$ cat config.mk
export PLATFORM = sky130hd
export DESIGN_NAME = mult_div_unit
export DESIGN_NICKNAME = d
export VERILOG_FILES = /design/src/rtl/mdu_pkg.sv /design/src/rtl/mdu_negate.sv /design/src/rtl/mult_div_unit.sv
export SDC_FILE = /design/constraint.sdc
export NUM_CORES = 1
export LEC_CHECK = 0
export BUFFER_PORTS_ARGS = -buffer_cell sky130_fd_sc_hd__buf_2
export CAP_MARGIN = 40
export CORE_ASPECT_RATIO = 1.25
export CORE_MARGIN = 2
export CORE_UTILIZATION = 55
export DETAILED_ROUTE_END_ITERATION = 10
export GPL_TIMING_DRIVEN = 0
export HOLD_SLACK_MARGIN = 0.03
export PLACE_DENSITY_LB_ADDON = 0.25
export SLEW_MARGIN = 20
export SYNTH_ARGS = -nofsm -noshare
export SYNTH_HDL_FRONTEND = slang
export SYNTH_SLANG_ARGS = --single-unit
$ cat constraint.sdc
create_clock -name clk -period 4.5 [get_ports clk]
set_input_delay 0.9 -clock clk [delete_from_list [all_inputs] [get_ports clk]]
set_output_delay 0.9 -clock clk [all_outputs]
set_load 0.02 [all_outputs]
$ cat src/rtl/mdu_pkg.sv
// Shared definitions for the multiply/divide unit: operation encoding,
// control FSM state type and small decode helpers.
package mdu_pkg;

    localparam logic [1:0] OP_MULT  = 2'b00;
    localparam logic [1:0] OP_MULTU = 2'b01;
    localparam logic [1:0] OP_DIV   = 2'b10;
    localparam logic [1:0] OP_DIVU  = 2'b11;

    typedef enum logic [1:0] {
        ST_IDLE = 2'b00,
        ST_RUN  = 2'b01,
        ST_FIX  = 2'b10
    } state_t;

    // Signed variants take operand magnitudes and fix the result sign at the end.
    function automatic logic op_is_signed(input logic [1:0] op);
        return (op == OP_MULT) || (op == OP_DIV);
    endfunction

    function automatic logic op_is_div(input logic [1:0] op);
        return (op == OP_DIV) || (op == OP_DIVU);
    endfunction

endpackage

$ cat src/rtl/mdu_negate.sv
// Conditional two's-complement negate: result = neg ? -value : value.
// Used both to take operand magnitudes and to apply the final sign fixup.
module mdu_negate #(
    parameter int W = 32
) (
    input  logic         neg,
    input  logic [W-1:0] value,
    output logic [W-1:0] result
);

    assign result = neg ? (~value + W'(1)) : value;

endmodule

$ cat src/rtl/mult_div_unit.sv
// Iterative multiply/divide unit with architectural HI/LO registers.
// One radix-2 step per cycle: shift-add multiply, restoring divide on
// unsigned magnitudes, with the sign applied in a single FIX cycle.
//
// Handshake: start is a request qualified only in IDLE. busy rises
// combinationally in the cycle a start is accepted and stays high through
// RUN and FIX, so the issuing pipeline stalls from the issue cycle onward.
// done (with div_by_zero) is a one-cycle pulse in the cycle the new HI/LO
// values first become visible; it is never raised for a flushed operation.
module mult_div_unit
    import mdu_pkg::*;
#(
    parameter int WIDTH = 32,
    parameter int CNT_W = $clog2(WIDTH) + 1
) (
    input  logic             clk,
    input  logic             reset,
    input  logic             start,
    input  logic [1:0]       op,
    input  logic [WIDTH-1:0] operand_a,
    input  logic [WIDTH-1:0] operand_b,
    input  logic             flush,
    input  logic             hi_we,
    input  logic             lo_we,
    input  logic [WIDTH-1:0] wdata,
    output logic [WIDTH-1:0] hi,
    output logic [WIDTH-1:0] lo,
    output logic             busy,
    output logic             done,
    output logic             div_by_zero,
    output state_t           state
);

    state_t             state_q, state_d;
    logic [CNT_W-1:0]   cnt_q;

    logic               load_en, step_en, commit;

    logic [1:0]         op_q;
    logic [WIDTH-1:0]   a_raw_q;
    logic [WIDTH-1:0]   mag_b_q;
    logic [WIDTH-1:0]   acc_q;
    logic [WIDTH-1:0]   qr_q;
    logic               neg_res_q, neg_rem_q, b_zero_q;

    logic [WIDTH-1:0]   hi_q, lo_q;
    logic               done_q, dbz_q;

    logic               sgn_a, sgn_b;
    logic [WIDTH-1:0]   mag_a, mag_b;

    logic [WIDTH:0]     mul_sum;
    logic [WIDTH:0]     div_shift, div_trial;
    logic [WIDTH-1:0]   acc_step, qr_step;

    logic [2*WIDTH-1:0] prod_fix;
    logic [WIDTH-1:0]   quot_fix, rem_fix;
    logic [WIDTH-1:0]   hi_res, lo_res;

    // Operand signs only matter for the signed variants.
    assign sgn_a = op_is_signed(op) & operand_a[WIDTH-1];
    assign sgn_b = op_is_signed(op) & operand_b[WIDTH-1];

    mdu_negate #(.W(WIDTH)) u_mag_a (
        .neg    (sgn_a),
        .value  (operand_a),
        .result (mag_a)
    );

    mdu_negate #(.W(WIDTH)) u_mag_b (
        .neg    (sgn_b),
        .value  (operand_b),
        .result (mag_b)
    );

    // State register.
    always_ff @(posedge clk or negedge reset) begin
        if (!reset) state_q <= ST_IDLE;
        else        state_q <= state_d;
    end

    // Next-state logic: flush always wins over progress or completion.
    always_comb begin
        state_d = state_q;
        case (state_q)
            ST_IDLE: if (start && !flush) state_d = ST_RUN;
            ST_RUN: begin
                if (flush)                    state_d = ST_IDLE;
                else if (cnt_q == CNT_W'(1))  state_d = ST_FIX;
            end
            ST_FIX:  state_d = ST_IDLE;
            default: state_d = ST_IDLE;
        endcase
    end

    // FSM outputs. The reset term keeps busy low while reset is held even if
    // start happens to be high.
    always_comb begin
        load_en = 1'b0;
        step_en = 1'b0;
        commit  = 1'b0;
        busy    = 1'b0;
        case (state_q)
            ST_IDLE: begin
                load_en = start & ~flush & reset;
                busy    = load_en;
            end
            ST_RUN: begin
                step_en = ~flush;
                busy    = 1'b1;
            end
            ST_FIX: begin
                commit  = ~flush;
                busy    = 1'b1;
            end
            default: ;
        endcase
    end

    // One radix-2 step. Multiply: {acc,qr} shifts right, adding the
    // multiplicand into acc when the current multiplier bit is set.
    // Divide: {acc,qr} shifts left, subtracting the divisor when it fits.
    // The remainder stays below the divisor, so WIDTH+1 bits hold the trial.
    always_comb begin
        mul_sum   = {1'b0, acc_q} + (qr_q[0] ? {1'b0, mag_b_q} : '0);
        div_shift = {acc_q, qr_q[WIDTH-1]};
        div_trial = div_shift - {1'b0, mag_b_q};
        acc_step  = acc_q;
        qr_step   = qr_q;
        if (op_is_div(op_q)) begin
            if (!div_trial[WIDTH]) begin
                acc_step = div_trial[WIDTH-1:0];
                qr_step  = {qr_q[WIDTH-2:0], 1'b1};
            end else begin
                acc_step = div_shift[WIDTH-1:0];
                qr_step  = {qr_q[WIDTH-2:0], 1'b0};
            end
        end else begin
            acc_step = mul_sum[WIDTH:1];
            qr_step  = {mul_sum[0], qr_q[WIDTH-1:1]};
        end
    end

    // Operation datapath: latch operands on accept, iterate in RUN.
    always_ff @(posedge clk or negedge reset) begin
        if (!reset) begin
            op_q      <= OP_MULT;
            a_raw_q   <= '0;
            mag_b_q   <= '0;
            acc_q     <= '0;
            qr_q      <= '0;
            neg_res_q <= 1'b0;
            neg_rem_q <= 1'b0;
            b_zero_q  <= 1'b0;
            cnt_q     <= '0;
        end else if (load_en) begin
            op_q      <= op;
            a_raw_q   <= operand_a;
            mag_b_q   <= mag_b;
            acc_q     <= '0;
            qr_q      <= mag_a;
            neg_res_q <= sgn_a ^ sgn_b;
            neg_rem_q <= sgn_a;
            b_zero_q  <= (operand_b == '0);
            cnt_q     <= CNT_W'(WIDTH);
        end else if (step_en) begin
            acc_q     <= acc_step;
            qr_q      <= qr_step;
            cnt_q     <= cnt_q - CNT_W'(1);
        end else if (flush && state_q != ST_IDLE) begin
            cnt_q     <= '0;
        end
    end

    mdu_negate #(.W(2*WIDTH)) u_fix_prod (
        .neg    (neg_res_q),
        .value  ({acc_q, qr_q}),
        .result (prod_fix)
    );

    mdu_negate #(.W(WIDTH)) u_fix_quot (
        .neg    (neg_res_q),
        .value  (qr_q),
        .result (quot_fix)
    );

    mdu_negate #(.W(WIDTH)) u_fix_rem (
        .neg    (neg_rem_q),
        .value  (acc_q),
        .result (rem_fix)
    );

    // Final HI/LO values. Most-negative / -1 needs no special case: the
    // magnitude quotient 2^(WIDTH-1) negates back to itself with remainder 0.
    always_comb begin
        hi_res = prod_fix[2*WIDTH-1:WIDTH];
        lo_res = prod_fix[WIDTH-1:0];
        if (op_is_div(op_q)) begin
            if (b_zero_q) begin
                hi_res = a_raw_q;
                lo_res = '1;
            end else begin
                hi_res = rem_fix;
                lo_res = quot_fix;
            end
        end
    end

    // Architectural HI/LO plus completion pulses. mthi/mtlo only land in
    // IDLE when no start is presented in the same cycle.
    always_ff @(posedge clk or negedge reset) begin
        if (!reset) begin
            hi_q   <= '0;
            lo_q   <= '0;
            done_q <= 1'b0;
            dbz_q  <= 1'b0;
        end else begin
            done_q <= commit;
            dbz_q  <= commit & op_is_div(op_q) & b_zero_q;
            if (commit) begin
                hi_q <= hi_res;
                lo_q <= lo_res;
            end else if (state_q == ST_IDLE && !start) begin
                if (hi_we) hi_q <= wdata;
                if (lo_we) lo_q <= wdata;
            end
        end
    end

    assign hi          = hi_q;
    assign lo          = lo_q;
    assign done        = done_q;
    assign div_by_zero = dbz_q;
    assign state       = state_q;

endmodule

==> results of run 1 <==
routing by layer:
| metal | wire length, um | global-route usage | up-vias |
|---|---|---|---|
| li1 | - | - | 7968 |
| met5 | 0 | 0 | - |
| met1 | 22300 | 0.412 | 7921 |
| met4 | 3960 | 0.226 | 0 |
| met2 | 28000 | 0.646 | 777 |
| met3 | 3930 | 0.0548 | 234 |
final cells by class:
class	instances	area [um^2]	area share
Clock inverter	15	198	0.0103
Multi-Input combinational cell	1695	10800	0.562
Sequential cell	206	5150	0.269
Inverter	79	297	0.0155
Timing Repair Buffer	186	1030	0.0538
Buffer	139	552	0.0288
Tap cell	401	502	0.0261
Clock buffer	29	671	0.0349
state kept, by name, indices dropped and copies added (netlist names):
name and flops:
a_raw_q 32, acc_q 32, b_zero_q 1, cnt_q 6, div_by_zero 1, done 1, hi 32, lo 32
mag_b_q 32, neg_rem_q 1, neg_res_q 1, op_q 1, qr_q 32, state 2
placed cells by master, fill, tap and decap left out, types with 16 or more instances in the layout:
| master | netlist | routed |
|---|---|---|
| a32oi_1 | 32 | 32 |
| clkbuf_1 | 118 | 116 |
| nand3_1 | 23 | 23 |
| nand2_1 | 353 | 353 |
| a21oi_1 | 132 | 132 |
| xnor2_1 | 104 | 104 |
| dfrtp_1 | 206 | 206 |
| o21ai_0 | 215 | 214 |
| a211oi_1 | 19 | 19 |
| nor4_1 | 16 | 16 |
| o211ai_1 | 59 | 59 |
| a21o_1 | 21 | 21 |
| nor2_1 | 143 | 143 |
| nand2b_1 | 25 | 25 |
| nor3_1 | 34 | 33 |
| clkbuf_16 | 0 | 25 |
| nand4_1 | 16 | 16 |
| ha_1 | 74 | 74 |
| inv_1 | 78 | 78 |
| buf_2 | 9 | 180 |
| nor2b_1 | 17 | 17 |
| o31ai_1 | 22 | 22 |
| mux2i_1 | 104 | 104 |
| xor2_1 | 82 | 82 |
worst max-delay path by stage:
stage          slack, ps  depth (start not counted)           to
3_3_place_gp       -3750                          7  a_raw_q[27]
3_5_place_dp        -270                         13    acc_q[31]
6_report             270                         14    acc_q[24]
2_1_floorplan       1340                         13    acc_q[23]
4_1_cts               20                         13    acc_q[23]
5_1_grt               50                         10       hi[20]
what timing repair did:
item	CTS	global route
hold buffers	0	0
pin swaps	0	1
endpoints found under the setup margin	18	11
buffers inserted	0	2
resized for setup	2	6
through the flow:
stage	setup WS (ps)	total power, mW	instances	utilization
after floorplan	1340	9.91	2119	-
after global placement	-3750	12.2	2692	0.604
after detailed placement	-272	12.5	2698	0.608
after CTS	21.6	14.7	2742	0.637
after global routing	46.8	16.0	2750	0.639
final	270	14.9	2750	0.639
power groups by stage:
| stage | clock network [mW] | registers, mW | logic (mW) |
|---|---|---|---|
| floorplan | 0 | 3.73 | 6.18 |
| finish | 2.16 | 3.60 | 9.17 |
| global placement | 0 | 3.54 | 8.69 |
| CTS | 2.16 | 3.56 | 8.95 |
| global route | 2.25 | 3.70 | 10.0 |
| detailed placement | 0 | 3.58 | 8.87 |
kinds of logic (layout without fill, tap and decap cells):
family	after synthesis	count (layout)	synth area share
simple gates	694	694	0.186
compound gates	626	626	0.234
buf+inv	218	448	0.0503
flops	206	206	0.307
xor+xnor	186	186	0.0971
mux	113	113	0.0681
fa+ha+maj	76	76	0.0576
==> impl_metrics.json, run 1 <==
{
  "dr_total_vias": 16900,
  "core_area_mm2": 0.0300,
  "max-vdd-ir-drop_uv": 365,
  "cts_sinks": 206,
  "clkPwrFrac": 0.144,
  "power_frac_seq": 0.241,
  "cp.required_ps": 4930,
  "pin_count": 173,
  "powerDensity_mw_per_mm2": 778,
  "yosysUniqueCellTypes": 78,
  "synth_cells": 2119,
  "grt_overflow_total": 0,
  "placed_area_mm2": 0.0182,
  "remaining_drc_errors": 0,
  "grt_max_degree": 94,
  "fin_skew_ps": 11.4,
  "slowest_stage": "clkbuf_1",
  "rr_endpoint": "acc_q[24]",
  "cts_tree": "yes",
  "clock_latency_ps": 540,
  "hold_path_class": "in -> async",
  "drt_wl_total_um": 58200,
  "clkTransAtPathRegs_ps": 70,
  "max_stage_delay_ps": 560,
  "die-area_mm2": 0.0319,
  "viasPerCell": 6.15,
  "outcome": "complete, no violations",
  "num_rows": 71,
  "period_minus_slack_ps": 4230,
  "yosys.area.top_type": "dfrtp_1",
  "cts_buffers": 24,
  "crit_path_end_kind": "flop",
  "grt_pass1_vias": 17000,
  "grtUsageTotal": 0.364,
  "total_leakage_power_nw": 8.40,
  "synth_common_cells": "nand2_1 (353), o21ai_0 (215), dfrtp_1 (206)",
  "htree_levels": 1,
  "dp_hpwl_um": 45400,
  "path_cells": "inv_1 > ha_1 > fa_1 > nand2b_1 > a21oi_1 > o21ai_0 > o211ai_1 > a211oi_1 > nor3_2 > buf_4 > clkbuf_1 > mux2i_1 > o22ai_1 > a21o_1",
  "synth_warnings": 0,
  "antenna_found_initial": 0,
  "slew_headroom": 0.368,
  "drtIter0Drc": 1522,
  "insertedDiodeCount": 0,
  "cpLargestDelayFamily": "compound AO/OA/AOI/OAI gates",
  "fin_nets": 2511,
  "area_growth_pct": 14.4,
  "postSynthAreaPerCell_um2": 7.92,
  "r2r_cells": 14,
  "syn_nets": 2299,
  "synth_ff_type": "dfrtp_1",
  "crit_type": "reg -> reg",
  "p_sw_frac": 0.494,
  "drv_slew": 0,
  "start_kind": "flop",
  "p_sw_mw": 7.37,
  "syn_area_mm2": 0.0168,
  "port_buffers": 172,
  "synth_area_leaders": "dfrtp_1 (31%), nand2_1 (7.9%), o21ai_0 (6.4%)",
  "timing.rr.start": "qr_q[31]",
  "finalCritPeriodShare": 0.940,
  "firstDrtPassIters": 7,
  "grt_pass1_wl_um": 91000,
  "startpoint": "qr_q[31]",
  "p_comb_frac": 0.615,
  "drv_cap": 0,
  "rsz0062_at_grt": "false",
  "wl_per_cell_um": 21.1,
  "reg2reg_slack_ps": 270,
  "p_int_mw": 7.56,
  "final_layout_size_suffix_gt1_frac": 0.119,
  "start_util": 0.559,
  "yosysSeqAreaShare": 0.307,
  "yosysMostFrequentCell": "nand2_1",
  "async_flop_share": 1.00,
  "critPathBufInv": 3,
  "ys_ff_latch": 206,
  "clockBufferDepth": 3,
  "die_h_um": 199,
  "cp.arrival_ps": 4660,
  "finalHoldViolCount": 0,
  "ant_nets": 0,
  "synth_edf_count": 0,
  "synth_top_area_share": 0.307,
  "setup_viol": 0,
  "fmax_ghz": 0.236,
  "fin_setup_tns_ps": 0,
  "routabilityCongestion": 0.998,
  "hold_ws_ps": 222,
  "fin_area_mm2": 0.0192,
  "fillers": 2748,
  "die_x_um": 160,
  "clock-root-buffer": "clkbuf_16",
  "tightest_slew_ps": 948,
  "crit_fanout": 10
}
(Power assumes the default switching activity.)
==> run 2: changes to the inputs <==
--- a/config.mk
+++ b/config.mk
@@ -8,7 +8,7 @@
 export BUFFER_PORTS_ARGS = -buffer_cell sky130_fd_sc_hd__buf_2
 export CAP_MARGIN = 40
 export CORE_ASPECT_RATIO = 1.25
-export CORE_MARGIN = 2
+export CORE_MARGIN = 10
 export CORE_UTILIZATION = 55
 export DETAILED_ROUTE_END_ITERATION = 10
 export GPL_TIMING_DRIVEN = 0
==> impl_metrics.json, run 2 (synthesized netlist as in run 1, its figures left out) <==
{
  "clock-root-buffer": "clkbuf_16",
  "viasPerCell": 6.14,
  "grt_max_degree": 91,
  "max_stage_delay_ps": 440,
  "grt_pass1_vias": 16900,
  "clock_latency_ps": 550,
  "hold_path_class": "in -> async",
  "grt_pass1_wl_um": 92800,
  "ctsHoldBuffers": 0,
  "outcome": "complete, no violations",
  "fin_nets": 2508,
  "cp.required_ps": 4910,
  "crit_path_end_kind": "flop",
  "crit_type": "reg -> reg",
  "fmax_ghz": 0.230,
  "die_h_um": 215,
  "antenna_found_initial": 1,
  "drt_wl_total_um": 59600,
  "wl_per_cell_um": 21.7,
  "final_cell_mix": "nand2_1 (353), o21ai_0 (214), dfrtp_1 (206), buf_2 (180), nor2_1 (143)",
  "finalHoldViolCount": 0,
  "clockBufferDepth": 3,
  "r2r_cells": 14,
  "die_x_um": 176,
  "fin_setup_tns_ps": 0,
  "ant_nets": 0,
  "place.detailed.instances": 2698,
  "busiest_layer": "met2",
  "critPathBufInv": 3,
  "power_frac_seq": 0.245,
  "start_util": 0.557,
  "fillers": 2714,
  "cpLargestDelayFamily": "compound AO/OA/AOI/OAI gates",
  "clkPwrFrac": 0.128,
  "p_sw_mw": 7.34,
  "stdcell_count": 2743,
  "remaining_drc_errors": 0,
  "slew_headroom": 0.362,
  "pin_count": 173,
  "layout_commonest_cell": "nand2_1",
  "core_area_mm2": 0.0301,
  "drtIter0Drc": 1486,
  "p_comb_frac": 0.627,
  "hold_ws_ps": 222,
  "start_kind": "flop",
  "tightest_slew_ps": 958,
  "slowest_stage": "o211ai_1",
  "total_power_mw": 14.6,
  "fin_skew_ps": 18.1,
  "worst-path-stages": 14,
  "path_cells": "inv_1 > ha_1 > fa_1 > nand2b_1 > a21oi_1 > o21ai_0 > o211ai_1 > a211oi_1 > nor3_2 > buf_2 > buf_2 > nor2_1 > a221oi_1 > o21ai_0",
  "clkTransAtPathRegs_ps": 70,
  "area_growth_pct": 13.4,
  "insertedDiodeCount": 0,
  "die-area_mm2": 0.0379,
  "final_layout_size_suffix_gt1_frac": 0.115,
  "dp_hpwl_um": 46800,
  "dr_total_vias": 16900,
  "drv_cap": 0,
  "use_met1": 0.352,
  "htree_levels": 1,
  "routabilityCongestion": 1.00,
  "grtUsageTotal": 0.306,
  "cp.arrival_ps": 4750,
  "grt_overflow_total": 0,
  "p_int_mw": 7.28,
  "drv_slew": 0,
  "setup_viol": 0,
  "p_sw_frac": 0.502,
  "total_leakage_power_nw": 8.31,
  "cts_buffers": 23,
  "max-vdd-ir-drop_uv": 406,
  "postCtsSetupBuffers": 0,
  "rsz0062_at_grt": "false",
  "powerDensity_mw_per_mm2": 768,
  "firstDrtPassIters": 6,
  "finalCritPeriodShare": 0.964,
  "port_buffers": 172,
  "cts_tree": "yes",
  "num_rows": 71,
  "met2_usage": 0.520,
  "grt_util_met3": 0.0542,
  "crit_fanout": 10,
  "cts_sinks": 206,
  "period_minus_slack_ps": 4340
}
run 2: cell count changes in the layout (fill, tap and decap cells not counted), sizes merged:
cell / change
inv: -3
clkinv: -2
clkbuf: +3
buf: -2
clkinvlp: +1
bufinv: -4
run 2: layout make-up:
cell class,instances,area [um^2],area share
inverters,79,297,0.0156
repair buffers,184,1020,0.0535
flip-flops and latches,206,5150,0.271
clock buffers,32,669,0.0352
multi-input cells,1695,10800,0.567
clock inverters,7,45.0,0.00237
plain buffers,139,552,0.0290
well taps,401,502,0.0264
run 2: worst paths after layout:
kind / from / slack (ps) / end
worst max-delay path: qr_q[31] / 160 / acc_q[28]
min in group clk: mag_b_q[10] / 480 / mag_b_q[10]
worst max register to register: qr_q[31] / 160 / acc_q[28]
worst min register to register: mag_b_q[10] / 480 / mag_b_q[10]
worst min-delay path: reset / 220 / lo[0]
max in group asynchronous: reset / 3480 / mag_b_q[29]
run 2: metrics by stage:
stage / utilization / setup slack (ps) / instance area (um^2)
floorplan: - / 1340 / 16800
global placement: 0.602 / -3760 / 18100
detailed placement: 0.606 / -157 / 18200
CTS: 0.630 / 57.1 / 19000
global route: 0.632 / 1.62 / 19000
finish: 0.632 / 160 / 19000
run 2: per-layer routing:
layer,vias up,share of wire
li1,7947,-
met1,7960,0.39
met2,755,0.48
met3,188,0.073
met4,2,0.061
met5,-,0.00022
run 2: repair_timing:
action                     in CTS  in global routing
gates resized for setup         2                  7
pin swaps                       0                  2
setup endpoints to repair      11                 12
run 2: power groups by stage:
stage               Clock [mW]  Sequential [mW]  Combinational, mW
floorplan                    0             3.73               6.18
global placement             0             3.54               8.71
detailed placement           0             3.57               8.92
CTS                       1.86             3.55               8.97
global route              1.94             3.70               10.0
finish                    1.87             3.59               9.16
run 2: worst reg2reg max path, cell delays in order (launching register included):
cell and delay, ps:
dfrtp_1 400, inv_1 160, ha_1 270, fa_1 410, nand2b_1 200, a21oi_1 210
o21ai_0 270, o211ai_1 440, a211oi_1 180, nor3_2 420, buf_2 410, buf_2 390
nor2_1 110, a221oi_1 210, o21ai_0 120
==> run 3: changes to the inputs <==
--- a/config.mk
+++ b/config.mk
@@ -9,7 +9,7 @@
 export CAP_MARGIN = 40
 export CORE_ASPECT_RATIO = 1.25
 export CORE_MARGIN = 10
-export CORE_UTILIZATION = 55
+export CORE_UTILIZATION = 45
 export DETAILED_ROUTE_END_ITERATION = 10
 export GPL_TIMING_DRIVEN = 0
 export HOLD_SLACK_MARGIN = 0.03
==> impl_metrics.json, run 3 (synthesized netlist as in run 1, its figures left out) <==
{
  "clock_latency_ps": 550,
  "viasPerCell": 5.86,
  "die_h_um": 236,
  "ant_nets": 0,
  "cts_tree": "yes",
  "r2r_cells": 13,
  "routed.top_layer": "met4",
  "regArea_mm2": 0.00515,
  "grt_pass1_wl_um": 94700,
  "start_kind": "flop",
  "grt_pass1_vias": 16600,
  "max_stage_delay_ps": 520,
  "dp_hpwl_um": 49800,
  "rsz0062_at_grt": "false",
  "route.met3.wl_um": 3900,
  "dr_total_vias": 16600,
  "slowest_stage": "a2111oi_2",
  "pin_count": 173,
  "crit_type": "reg -> reg",
  "powerDensity_mw_per_mm2": 768,
  "crit_fanout": 10,
  "drt-met1-wl_um": 24300,
  "grtUsageTotal": 0.263,
  "finalHoldViolCount": 0,
  "drv_cap": 0,
  "drtIter0Drc": 1214,
  "port_buffers": 172,
  "hold_path_class": "in -> async",
  "num_rows": 79,
  "remaining_drc_errors": 0,
  "final_layout_size_suffix_gt1_frac": 0.117,
  "worst-path-stages": 13,
  "routabilityCongestion": 0.977,
  "multi_input_area_mm2": 0.0108,
  "fin_skew_ps": 26.5,
  "clkTransAtPathRegs_ps": 70,
  "fillers": 3644,
  "finalCritPeriodShare": 0.937,
  "fin_nets": 2510,
  "outcome": "complete, no violations",
  "htree_levels": 1,
  "firstDrtPassIters": 5,
  "core_area_mm2": 0.0371,
  "critPathBufInv": 2,
  "crit_path_end_kind": "flop",
  "setup_slack_ps": 284,
  "antenna_found_initial": 0,
  "area_growth_pct": 14.5,
  "cp.required_ps": 4900,
  "cp.arrival_ps": 4620,
  "grt_max_degree": 93,
  "cts_sinks": 206,
  "hold_ws_ps": 202,
  "post-place-ws_ps": -173,
  "final_cell_mix": "nand2_1 (353), o21ai_0 (214), dfrtp_1 (206), buf_2 (180), nor2_1 (143)",
  "drt_wl_total_um": 61900,
  "path_cells": "inv_1 > clkbuf_2 > nor2_1 > ha_1 > o211ai_1 > a21oi_1 > o21ai_1 > o21ai_0 > a221oi_1 > o21ai_0 > and4b_1 > a2111oi_2 > o31ai_1",
  "die_x_um": 193,
  "clockBufferDepth": 3,
  "max-vdd-ir-drop_uv": 290,
  "crit_top_cell": "o21ai_0",
  "layout_commonest_cell": "nand2_1",
  "fmax_ghz": 0.237,
  "drv_slew": 0,
  "met2_length_um": 30600,
  "setup_viol": 0,
  "cts_buffers": 23,
  "ctsHoldBuffers": 0,
  "cpLargestDelayFamily": "compound AO/OA/AOI/OAI gates",
  "tightest_slew_ps": 963,
  "die-area_mm2": 0.0455,
  "grt_overflow_total": 0,
  "period_minus_slack_ps": 4220,
  "fin_setup_tns_ps": 0,
  "clock-root-buffer": "clkbuf_16",
  "total_leakage_power_nw": 8.35,
  "wl_per_cell_um": 21.8,
  "slew_headroom": 0.358,
  "start_util": 0.453
}
[run 3: changes by cell type in the layout (fill, tap and decap cells not counted)]
cell,delta
diode_2,+4
bufinv_16,+2
a2111oi_1,-1
a2111oi_2,+1
buf_4,+1
buf_6,+1
clkbuf_2,-1
clkbuf_8,-1
clkinv_2,+1
inv_6,+1
[run 3: layer usage]
| layer | up-vias | GRT usage |
|---|---|---|
| met5 | - | 0 |
| met4 | 0 | 0.125 |
| met3 | 155 | 0.0267 |
| met2 | 625 | 0.459 |
| met1 | 7885 | 0.315 |
| li1 | 7967 | - |
[run 3: area by class of cell]
cell class,count,share of cell area
buffer,139,0.0286
clock buffer,30,0.0339
tap,486,0.0316
antenna,4,0.000521
multi-input combinational,1695,0.561
sequential,206,0.268
timing repair buffer,186,0.0540
clock inverter,11,0.00618
inverter,79,0.0154
[run 3: worst reg2reg max path, cell delays in order (launching register included)]
cell and delay (ps):
dfrtp_1 490, inv_1 330, clkbuf_2 310, nor2_1 80, ha_1 330, o211ai_1 190, a21oi_1 100, o21ai_1 310
o21ai_0 200, a221oi_1 510, o21ai_0 320, and4b_1 290, a2111oi_2 520, o31ai_1 110
[run 3: repair_timing]
item	in CTS	in global routing
pin swaps	0	1
setup endpoints to repair	7	10
setup buffers	0	1
gates resized for setup	3	5
endpoints found under the hold margin	0	0
[run 3: report_power, final]
part,switching [mW],total (mW),internal [mW]
clock,0.831,1.97,1.14
sequential,0.852,3.60,2.75
combinational,5.70,9.20,3.50
[run 3: worst paths after layout]
check | slack [ps] | end | from
worst max-delay path | 280 | acc_q[23] | qr_q[0]
worst min-delay path | 200 | lo[2] | reset
worst max register to register | 280 | acc_q[23] | qr_q[0]
worst min register to register | 480 | mag_b_q[9] | mag_b_q[9]
max in group asynchronous | 3510 | qr_q[19] | reset
min in group clk | 480 | mag_b_q[9] | mag_b_q[9]
[run 3: metrics by stage]
step	std cells	power (mW)	instance area, um^2	util
after floorplan	2119	9.91	16800	-
after global placement	2777	12.4	18200	0.492
after global routing	2832	15.9	19200	0.518
after CTS	2826	14.6	19200	0.517
after detailed placement	2785	12.6	18400	0.496
final	2836	14.8	19200	0.518
